--- src/rtl/mdu_pkg.sv ---
// Shared definitions for the multiply/divide unit: operation codes, FSM
// state encoding and the default datapath width.
package mdu_pkg;

  localparam int MDU_WIDTH = 32;

  localparam logic [2:0] OP_MULT  = 3'd0;
  localparam logic [2:0] OP_MULTU = 3'd1;
  localparam logic [2:0] OP_DIV   = 3'd2;
  localparam logic [2:0] OP_DIVU  = 3'd3;
  localparam logic [2:0] OP_MADD  = 3'd4;
  localparam logic [2:0] OP_MSUB  = 3'd5;
  localparam logic [2:0] OP_MTHI  = 3'd6;
  localparam logic [2:0] OP_MTLO  = 3'd7;

  typedef enum logic [1:0] {
    ST_IDLE = 2'd0,
    ST_CALC = 2'd1,
    ST_FIX  = 2'd2
  } mdu_state_e;

endpackage

--- src/rtl/mdu_divider.sv ---
// Restoring divider on unsigned magnitudes; one quotient bit per step.
// The parent loads operands, then asserts step once per iteration.
module mdu_divider
  import mdu_pkg::*;
#(
  parameter int WIDTH = MDU_WIDTH
) (
  input  logic             clk,
  input  logic             rst_n,
  input  logic             load,
  input  logic             step,
  input  logic [WIDTH-1:0] dividend,
  input  logic [WIDTH-1:0] divisor,
  output logic [WIDTH-1:0] quotient,
  output logic [WIDTH-1:0] remainder
);

  logic [WIDTH-1:0] rem_q, quo_q, dvs_q;
  logic [WIDTH:0]   shifted, trial;

  // Partial remainder stays below the divisor, so W bits hold it between steps.
  assign shifted = {rem_q, quo_q[WIDTH-1]};
  assign trial   = shifted - {1'b0, dvs_q};

  always_ff @(posedge clk or negedge rst_n) begin
    if (!rst_n) begin
      rem_q <= '0;
      quo_q <= '0;
      dvs_q <= '0;
    end else if (load) begin
      rem_q <= '0;
      quo_q <= dividend;
      dvs_q <= divisor;
    end else if (step) begin
      if (!trial[WIDTH]) begin
        rem_q <= trial[WIDTH-1:0];
        quo_q <= {quo_q[WIDTH-2:0], 1'b1};
      end else begin
        rem_q <= shifted[WIDTH-1:0];
        quo_q <= {quo_q[WIDTH-2:0], 1'b0};
      end
    end
  end

  assign quotient  = quo_q;
  assign remainder = rem_q;

endmodule

--- src/rtl/alu_mdu.sv ---
// Multiply/divide unit with architectural HI/LO. Define MDU_FAST_MUL_EN for a
// single-cycle multiplier (registered once before FIX writes HI/LO).
//
// state   | meaning
// IDLE    | waiting for Start_IN; MTHI/MTLO and divide-by-zero finish here
// CALC    | WIDTH shift-add / restoring-divide iterations
// FIX     | sign correction, HI/LO write, Done_OUT on the next cycle
module alu_mdu
  import mdu_pkg::*;
#(
  parameter int WIDTH = MDU_WIDTH
) (
  input  logic             CLOCK_IN,
  input  logic             RESET_IN,
  input  logic             Start_IN,
  input  logic             Flush_IN,
  input  logic [2:0]       Op_IN,
  input  logic [WIDTH-1:0] OperandA_IN,
  input  logic [WIDTH-1:0] OperandB_IN,
  output logic             Busy_OUT,
  output logic             Done_OUT,
  output logic             DivZero_OUT,
  output logic [WIDTH-1:0] HI_OUT,
  output logic [WIDTH-1:0] LO_OUT
);

`ifdef MDU_FAST_MUL_EN
  localparam bit FAST_MUL = 1'b1;
`else
  localparam bit FAST_MUL = 1'b0;
`endif
  localparam int CW = $clog2(WIDTH + 1);

  mdu_state_e         state;
  logic [CW-1:0]      cnt;
  logic [2:0]         op_q;
  logic [WIDTH-1:0]   mcand_q, hi_q, lo_q;
  logic [2*WIDTH-1:0] prod_q;
  logic               neg_q, neg_rem_q, busy_q, done_q, dz_q;

  logic               accept, op_signed, is_div, is_div_q, sa, sb;
  logic [WIDTH-1:0]   mag_a, mag_b, div_quo, div_rem, quo_fix, rem_fix;
  logic [WIDTH:0]     add_sum;
  logic [2*WIDTH-1:0] prod_signed, hilo_next;

  assign accept    = Start_IN && !Flush_IN && (state == ST_IDLE);
  assign op_signed = (Op_IN != OP_MULTU) && (Op_IN != OP_DIVU);
  assign is_div    = (Op_IN == OP_DIV) || (Op_IN == OP_DIVU);
  assign is_div_q  = (op_q == OP_DIV) || (op_q == OP_DIVU);
  assign sa        = op_signed && OperandA_IN[WIDTH-1];
  assign sb        = op_signed && OperandB_IN[WIDTH-1];
  assign mag_a     = sa ? -OperandA_IN : OperandA_IN;
  assign mag_b     = sb ? -OperandB_IN : OperandB_IN;

  mdu_divider #(.WIDTH(WIDTH)) u_div (
    .clk       (CLOCK_IN),
    .rst_n     (RESET_IN),
    .load      (accept),
    .step      ((state == ST_CALC) && is_div_q),
    .dividend  (mag_a),
    .divisor   (mag_b),
    .quotient  (div_quo),
    .remainder (div_rem)
  );

  // Shift-add: low half starts as the multiplier and drains out as the product fills in.
  assign add_sum     = {1'b0, prod_q[2*WIDTH-1:WIDTH]} + (prod_q[0] ? {1'b0, mcand_q} : '0);
  assign prod_signed = neg_q ? -prod_q : prod_q;
  assign quo_fix     = neg_q ? -div_quo : div_quo;
  assign rem_fix     = neg_rem_q ? -div_rem : div_rem;

  always_comb begin
    hilo_next = {hi_q, lo_q};
    case (op_q)
      OP_MULT, OP_MULTU: hilo_next = prod_signed;
      OP_MADD:           hilo_next = {hi_q, lo_q} + prod_signed;
      OP_MSUB:           hilo_next = {hi_q, lo_q} - prod_signed;
      OP_DIV, OP_DIVU:   hilo_next = {rem_fix, quo_fix};
      default:           hilo_next = {hi_q, lo_q};
    endcase
  end

  always_ff @(posedge CLOCK_IN or negedge RESET_IN) begin
    if (!RESET_IN) begin
      state     <= ST_IDLE;
      cnt       <= '0;
      op_q      <= '0;
      mcand_q   <= '0;
      prod_q    <= '0;
      hi_q      <= '0;
      lo_q      <= '0;
      neg_q     <= 1'b0;
      neg_rem_q <= 1'b0;
      busy_q    <= 1'b0;
      done_q    <= 1'b0;
      dz_q      <= 1'b0;
    end else begin
      done_q <= 1'b0;
      dz_q   <= 1'b0;
      if (Flush_IN) begin
        state  <= ST_IDLE;
        busy_q <= 1'b0;
        cnt    <= '0;
      end else begin
        case (state)
          ST_IDLE: begin
            if (accept) begin
              if (Op_IN == OP_MTHI) begin
                hi_q   <= OperandA_IN;
                done_q <= 1'b1;
              end else if (Op_IN == OP_MTLO) begin
                lo_q   <= OperandA_IN;
                done_q <= 1'b1;
              end else if (is_div && (OperandB_IN == '0)) begin
                done_q <= 1'b1;
                dz_q   <= 1'b1;
              end else begin
                op_q      <= Op_IN;
                neg_q     <= sa ^ sb;
                neg_rem_q <= sa;
                mcand_q   <= mag_a;
                prod_q    <= {{WIDTH{1'b0}}, mag_b};
                busy_q    <= 1'b1;
                if (FAST_MUL && !is_div) begin
                  state <= ST_FIX;
                  cnt   <= CW'(1);
                end else begin
                  state <= ST_CALC;
                  cnt   <= CW'(WIDTH);
                end
              end
            end
          end
          ST_CALC: begin
            cnt <= cnt - CW'(1);
            if (!is_div_q) prod_q <= {add_sum, prod_q[WIDTH-1:1]};
            if (cnt == CW'(1)) state <= ST_FIX;
          end
          ST_FIX: begin
            if (FAST_MUL && (cnt != '0)) begin
              cnt    <= '0;
              prod_q <= {{WIDTH{1'b0}}, mcand_q} * {{WIDTH{1'b0}}, prod_q[WIDTH-1:0]};
            end else begin
              hi_q   <= hilo_next[2*WIDTH-1:WIDTH];
              lo_q   <= hilo_next[WIDTH-1:0];
              done_q <= 1'b1;
              busy_q <= 1'b0;
              state  <= ST_IDLE;
            end
          end
          default: begin
            state  <= ST_IDLE;
            busy_q <= 1'b0;
          end
        endcase
      end
    end
  end

  assign Busy_OUT    = busy_q;
  assign Done_OUT    = done_q;
  assign DivZero_OUT = dz_q;
  assign HI_OUT      = hi_q;
  assign LO_OUT      = lo_q;

endmodule

--- config.mk ---
export PLATFORM = sky130hd
export DESIGN_NAME = alu_mdu
export DESIGN_NICKNAME = d
export VERILOG_FILES = /design/src/rtl/mdu_pkg.sv /design/src/rtl/mdu_divider.sv /design/src/rtl/alu_mdu.sv
export SDC_FILE = /design/constraint.sdc
export NUM_CORES = 1
export LEC_CHECK = 0
export CAP_MARGIN = 20
export CORE_MARGIN = 1.5
export CORE_UTILIZATION = 40
export CTS_CLUSTER_SIZE = 10
export DETAILED_ROUTE_END_ITERATION = 8
export GPL_ROUTABILITY_DRIVEN = 0
export PLACE_DENSITY = 0.68
export REMOVE_ABC_BUFFERS = 1
export SETUP_SLACK_MARGIN = 0.15
export SLEW_MARGIN = 0
export SYNTH_ARGS = -nofsm -noshare
export SYNTH_HDL_FRONTEND = slang
export SYNTH_SLANG_ARGS = --single-unit
--- constraint.sdc ---
create_clock -name CLOCK_IN -period 6.7 [get_ports CLOCK_IN]
set_input_delay 1.34 -clock CLOCK_IN [delete_from_list [all_inputs] [get_ports CLOCK_IN]]
set_output_delay 1.34 -clock CLOCK_IN [all_outputs]
set_load 0.05 [all_outputs]
==> flow_summary.yaml, run 1 <==
outcome:
  outcome: "completed"
power_and_ir_drop:
  net-switching-power_mw: 8.38
  pwr-share-seq_pct: 19.4
  p_clk_share_pct: 12.4
  ir_worst_vdd_v: 0.000352
  power_leakage_nw: 12.4
  power_density_mw_per_mm2: 549
  power_frac_comb_pct: 68.2
  switching_share_pct: 52.3
  p_int_mw: 7.65
  power_mw: 16.0
critical_path:
  cp_top_family: "simple AND/OR/NAND/NOR gates"
  crit_required_ns: 7.12
  cp-start-kind: "register"
  crit_arrival_ns: 6.73
  critPathKind: "reg2reg"
  crit_chain: "or4_4 > or4b_4 > or3_1 > o31ai_1 > xnor2_1 > nor4b_2 > nand3_1 > nor4_2 > buf_4 > nand2_1 > or2_1 > o21ai_0 > xnor2_1 > ha_1 > a21o_1 > a21o_1 > a21oi_2 > nor2b_1 > o21a_1 > o21ai_0 > nand2b_1 > a221oi_2 > xor2_1 > a41oi_1"
  crit_buf_inv: 1
  rrSetupSlack_ns: 0.39
  crit_path_max_incr_delay_ns: 0.54
  critical_path.endpoint_type: "register"
  reg2reg_depth: 24
  critical-path-slowest-cell: "or4_4"
  crit_fanout: 7
  critical_path_depth: 24
cells_and_area:
  final_common_cell: "nand2_1"
  area_delta_synth_final_pct: 15.3
  multiInputGateArea_sq_mm: 0.0176
  final_cell_area_sq_mm: 0.0292
  most-common-layout-cells: "nand2_1, o21ai_0, a21oi_1"
  fillers: 6265
  layout.nets: 3579
  drive_gt1_share_pct: 6.81
  regArea_sq_mm: 0.00682
  final_cells: 4240
detailed_routing:
  vias: 25800
  routed_via_density: 6.08
  dr.pass1.iters: 6
  drcViolationCount: 0
  wire_per_inst_um: 22.1
  ant_nets: 0
  drt_iter0_markers: 2761
  routed_wl_um: 93800
timing:
  holdWs_ns: 0.470
  grt_setup_unrepaired: "true"
  clock.fmax_ghz: 0.158
  fin_skew_ns: 0.0331
  drv_slew: 0
  min_period_ns: 6.31
  period_share_pct: 94.2
  worst_pin_slew_ns: 1.06
  slew_headroom_pct: 29.1
  setup_violations: 0
  hold_viol_final: 0
  finalSetupTns_ns: 0
clock_tree:
  clk_pin_slew_ns: 0.06
  cts.sinks: 272
  ctsHtreeMaxLevel: 2
  cts_made_buffers: 36
  cts_tree: "built"
  root_buffer: "clkbuf_16"
  clk_latency_ns: 0.57
  cts_buffer_depth: 3
global_routing:
  grt_pass1_vias: 23800
  grt.met3_usage_pct: 5.27
  overflow: 0
  track_usage_pct: 28.5
  grt_pass1_wl_um: 142000
  grt_max_degree: 121
  grt.busiest_layer: "met2"
  antenna_found_initial: 3
  grtUsageMet2_pct: 43.2
  use_met1_pct: 37.9
job:
  drv_cap: 0
min_path:
  holdPathStages: 2
  hp-class: "reg2reg"
placed_design:
  dpl_cell_area_sq_mm: 0.0278
  dp.cells: 4176
  dpl.hpwl_um: 71700
  io_buffers: 137
synth:
  synthCells: 3293
  async_reset_ff_share_pct: 100
  syn-cell-area_sq_mm: 0.0253
  syn_avg_cell_area_sq_um: 7.69
  synth_warnings: 0
  synth_ff_type: "dfrtp_1"
  synth_cell_type_count: 83
  yosysSeqAreaShare_pct: 26.9
  ys_ff_latch: 272
  synth_edf_count: 0
die:
  core-area_sq_mm: 0.0629
  dieArea_sq_mm: 0.0648
  fp-row-count: 92
  initial_core_util_pct: 40.3
  io_pins: 138
  die_h_um: 255
  die_x_um: 255
==> flip-flops by register name, summed over array words and instances, names as in the netlist <==
register         flops
HI_OUT              32
neg_rem_q            1
u_div.dvs_q         32
neg_q                1
cnt                  6
Busy_OUT             1
u_div.quotient      32
LO_OUT              32
u_div.remainder     32
Done_OUT             1
prod_q              64
DivZero_OUT          1
op_q                 3
state                2
mcand_q             32
==> metrics by stage <==
| step | util (%) | setup WS (ns) |
|---|---|---|
| finish | 46.5 | 0.386 |
| floorplan | - | -1.78 |
| CTS | 46.2 | 0.272 |
| global route | 46.5 | 0.0161 |
| detailed placement | 44.3 | 0.279 |
| global placement | 44.3 | 0.378 |
==> layer usage <==
metal	share of wire, %	wire [um]	vias up
met3	9.4	8840	277
li1	-	-	12100
met2	43	39900	1230
met1	41	38700	12200
met4	6.8	6380	0
met5	0	0	-
==> power groups by stage <==
stage | Sequential (mW) | Combinational, mW | Clock (mW)
after floorplan | 3.36 | 7.22 | 0
after global placement | 3.08 | 10.4 | 0
after detailed placement | 3.10 | 10.5 | 0
after CTS | 3.08 | 10.6 | 2.03
after global routing | 3.16 | 11.9 | 2.08
final | 3.11 | 10.9 | 1.99
==> logic make-up after synthesis <==
logic type	after synthesis	synth area share [%]
xor+xnor	356	12.4
fa+ha+maj	138	6.91
flops	272	26.9
compound gates	1125	27.6
mux	59	2.38
buf+inv	284	4.28
simple gates	1059	19.6
==> worst register-to-register path: cells and delay by family (launching register included) <==
family | cells | cell delay [ns]
buffers and inverters | 1 | 0.19
xor gates and xnor gates | 3 | 0.49
AOI/OAI and AO/OA | 9 | 1.88
and+or+nand+nor | 10 | 2.90
DFF | 1 | 0.43
adders and majority gates | 1 | 0.27
==> cell usage after synthesis, drive strengths merged, types with 41 or more instances <==
master,instances,area [sq um]
a21o,83,623
o21ai,365,1830
nand2,378,1420
ha,135,1690
o31ai,83,623
clkbuf,177,664
mux2i,49,490
xor2,187,1650
nor2,263,987
inv,87,327
nor3,68,345
xnor2,169,1480
and2,46,288
dfrtp,272,6810
nand3,77,390
a21oi,277,1390
a211oi,41,308
==> path summary, 6_finish.rpt <==
path	start	endpoint
min in group asynchronous	RESET_IN	u_div.dvs_q[4]
hold reg to reg	mcand_q[29]	mcand_q[29]
setup reg to reg	prod_q[24]	HI_OUT[29]
setup / recovery	prod_q[24]	HI_OUT[29]
hold / removal	mcand_q[29]	mcand_q[29]
max in group asynchronous	RESET_IN	neg_q
==> area by class of cell <==
cell class              count  share of cell area (%)
diodes                      2                  0.0171
clock buffers              56                    3.83
clock inverters             4                   0.278
inverters                  88                    1.13
multi-input cells        2737                    60.3
flip-flops and latches    272                    23.3
well taps                 846                    3.62
repair buffers            235                    7.47
==> what timing repair did <==
action,4_1_cts,5_1_grt
endpoints found under the setup margin,0,21
hold buffers,0,0
gates resized for setup,0,29
setup buffers,0,1
No activity file was read; power rests on OpenSTA's default activity.
==> inputs of run 2 (changes only) <==
Settings changed: CORE_UTILIZATION 40 to 30, PLACE_DENSITY 0.68 to 0.57.
==> flow_summary.yaml, run 2 (synthesized netlist as in run 1, its figures left out) <==
min_path:
  holdPathStages: 2
  hp-class: "reg2reg"
job:
  drv_cap: 0
clock_tree:
  root_buffer: "clkbuf_16"
  cts_tree: "built"
  cts_hold_buf: 0
  cts_made_buffers: 38
  cts.sinks: 272
  clk_pin_slew_ns: 0.06
  clk_latency_ns: 0.57
  ctsHtreeMaxLevel: 2
  cts_buffer_depth: 3
timing:
  slew_headroom_pct: 29.0
  hold_viol_final: 0
  drv_slew: 0
  period_share_pct: 93.4
  clock.fmax_ghz: 0.160
  worst_pin_slew_ns: 1.06
  min_period_ns: 6.26
  grt_setup_unrepaired: "true"
  fin_skew_ns: 0.0139
  setup_violations: 0
global_routing:
  grt_pass1_wl_um: 151000
  track_usage_pct: 22.9
  grt_max_degree: 110
  antenna_found_initial: 7
  overflow: 0
  grt_pass1_vias: 23700
placed_design:
  dpl_cell_area_sq_mm: 0.0281
  dpl.hpwl_um: 77500
  io_buffers: 137
power_and_ir_drop:
  power_leakage_nw: 12.5
  pwr-share-seq_pct: 19.3
  ir_worst_vdd_v: 0.000359
  p_clk_share_pct: 13.6
  net-switching-power_mw: 8.55
  power_density_mw_per_mm2: 551
  switching_share_pct: 52.3
  p_int_mw: 7.81
  power_frac_comb_pct: 67.1
die:
  initial_core_util_pct: 30.3
  io_pins: 138
  die_x_um: 294
  fp-row-count: 106
  die_h_um: 294
  core-area_sq_mm: 0.0836
  dieArea_sq_mm: 0.0862
cells_and_area:
  most-common-layout-cells: "nand2_1, o21ai_0, a21oi_1"
  largest_register: "prod_q"
  layout.nets: 3585
  final_cell_area_sq_mm: 0.0297
  largest_reg_flops: 64
  drive_gt1_share_pct: 7.29
  area_delta_synth_final_pct: 17.2
  utilization_pct: 35.5
  final_common_cell: "nand2_1"
critical_path:
  crit_arrival_ns: 6.68
  crit_fanout: 6
  critical_path.endpoint_type: "register"
  critPathKind: "reg2reg"
  reg2reg_depth: 23
  crit_required_ns: 7.12
  cp-start-kind: "register"
detailed_routing:
  drcViolationCount: 0
  routed_wl_um: 101000
  drt_iter0_markers: 2469
  ant_nets: 0
  routed_via_density: 5.74
  wire_per_inst_um: 22.5
  vias: 25700
  dr.pass1.iters: 7
outcome:
  outcome: "completed"
[run 2: repair_timing]
action                                  4_1_cts  5_1_grt
gates cloned                                  0        1
pin swaps                                     0       10
hold endpoints to repair                      0        0
resized for setup                             2       34
buffers inserted                              0        5
endpoints found under the setup margin        3       18
[run 2: path summary, 6_finish.rpt]
| kind | startpoint | slack [ns] | endpoint |
|---|---|---|---|
| setup / recovery | prod_q[26] | 0.44 | HI_OUT[29] |
| hold / removal | mcand_q[19] | 0.47 | mcand_q[19] |
| hold reg to reg | mcand_q[19] | 0.47 | mcand_q[19] |
| min in group asynchronous | RESET_IN | 0.85 | u_div.dvs_q[5] |
| setup reg to reg | prod_q[26] | 0.44 | HI_OUT[29] |
| max in group asynchronous | RESET_IN | 4.40 | prod_q[61] |
[run 2: power by group through the flow]
stage / Sequential, mW / Combinational, mW / Clock, mW
final: 3.15 / 11.0 / 2.23
after global routing: 3.21 / 12.0 / 2.32
after CTS: 3.12 / 10.7 / 2.26
after detailed placement: 3.14 / 10.6 / 0
after global placement: 3.13 / 10.6 / 0
after floorplan: 3.36 / 7.22 / 0
[run 2: stage by stage]
stage | hold slack (ns) | worst slack [ns] | setup TNS [ns] | power (mW) | std cells
4_1_cts | 0.476 | 0.201 | 0 | 16.1 | 4477
6_report | 0.470 | 0.439 | 0 | 16.4 | 4486
2_1_floorplan | 0.442 | -1.78 | -96.52 | 10.6 | 3097
3_3_place_gp | 0.454 | 0.137 | 0 | 13.7 | 4410
5_1_grt | 0.486 | 0.0515 | 0 | 17.5 | 4483
3_5_place_dp | 0.463 | -0.00307 | -0.00307 | 13.8 | 4410
[run 2: worst max-delay path, cell delays in order (launching register included)]
cell and delay, ns:
dfrtp_1 0.44, or4_4 0.59, or4b_4 0.61, or3_1 0.40, buf_4 0.17, mux2_2 0.26
a32o_1 0.29, and3_1 0.22, and3_1 0.23, a31oi_1 0.22, xnor2_1 0.14, ha_1 0.32
a21oi_1 0.26, o21ai_1 0.17, or2_2 0.33, nor2b_1 0.11, nand4_1 0.12, nand3_2 0.17
o21ai_2 0.12, a31oi_4 0.25, o31ai_2 0.13, a221oi_2 0.27, xor2_1 0.19, a41oi_1 0.13
[run 2: layout make-up]
cell class              count  area, sq um
repair buffers            238         2180
clock inverters             9          145
well taps                1080         1350
diodes                      3         7.51
multi-input cells        2738        17700
flip-flops and latches    272         6820
inverters                  88          330
fillers                  8881        53900
clock buffers              58         1200
[run 2: routing by layer]
layer | vias to the layer above | GRT usage [%] | part of all wire [%] | wire (um)
li1 | 12100 | - | - | -
met1 | 12300 | 31.5 | 44 | 44600
met2 | 1078 | 36.0 | 44 | 44600
met3 | 192 | 3.51 | 7.6 | 7640
met4 | 6 | 8.64 | 4.2 | 4220
met5 | - | 0 | 0.039 | 39
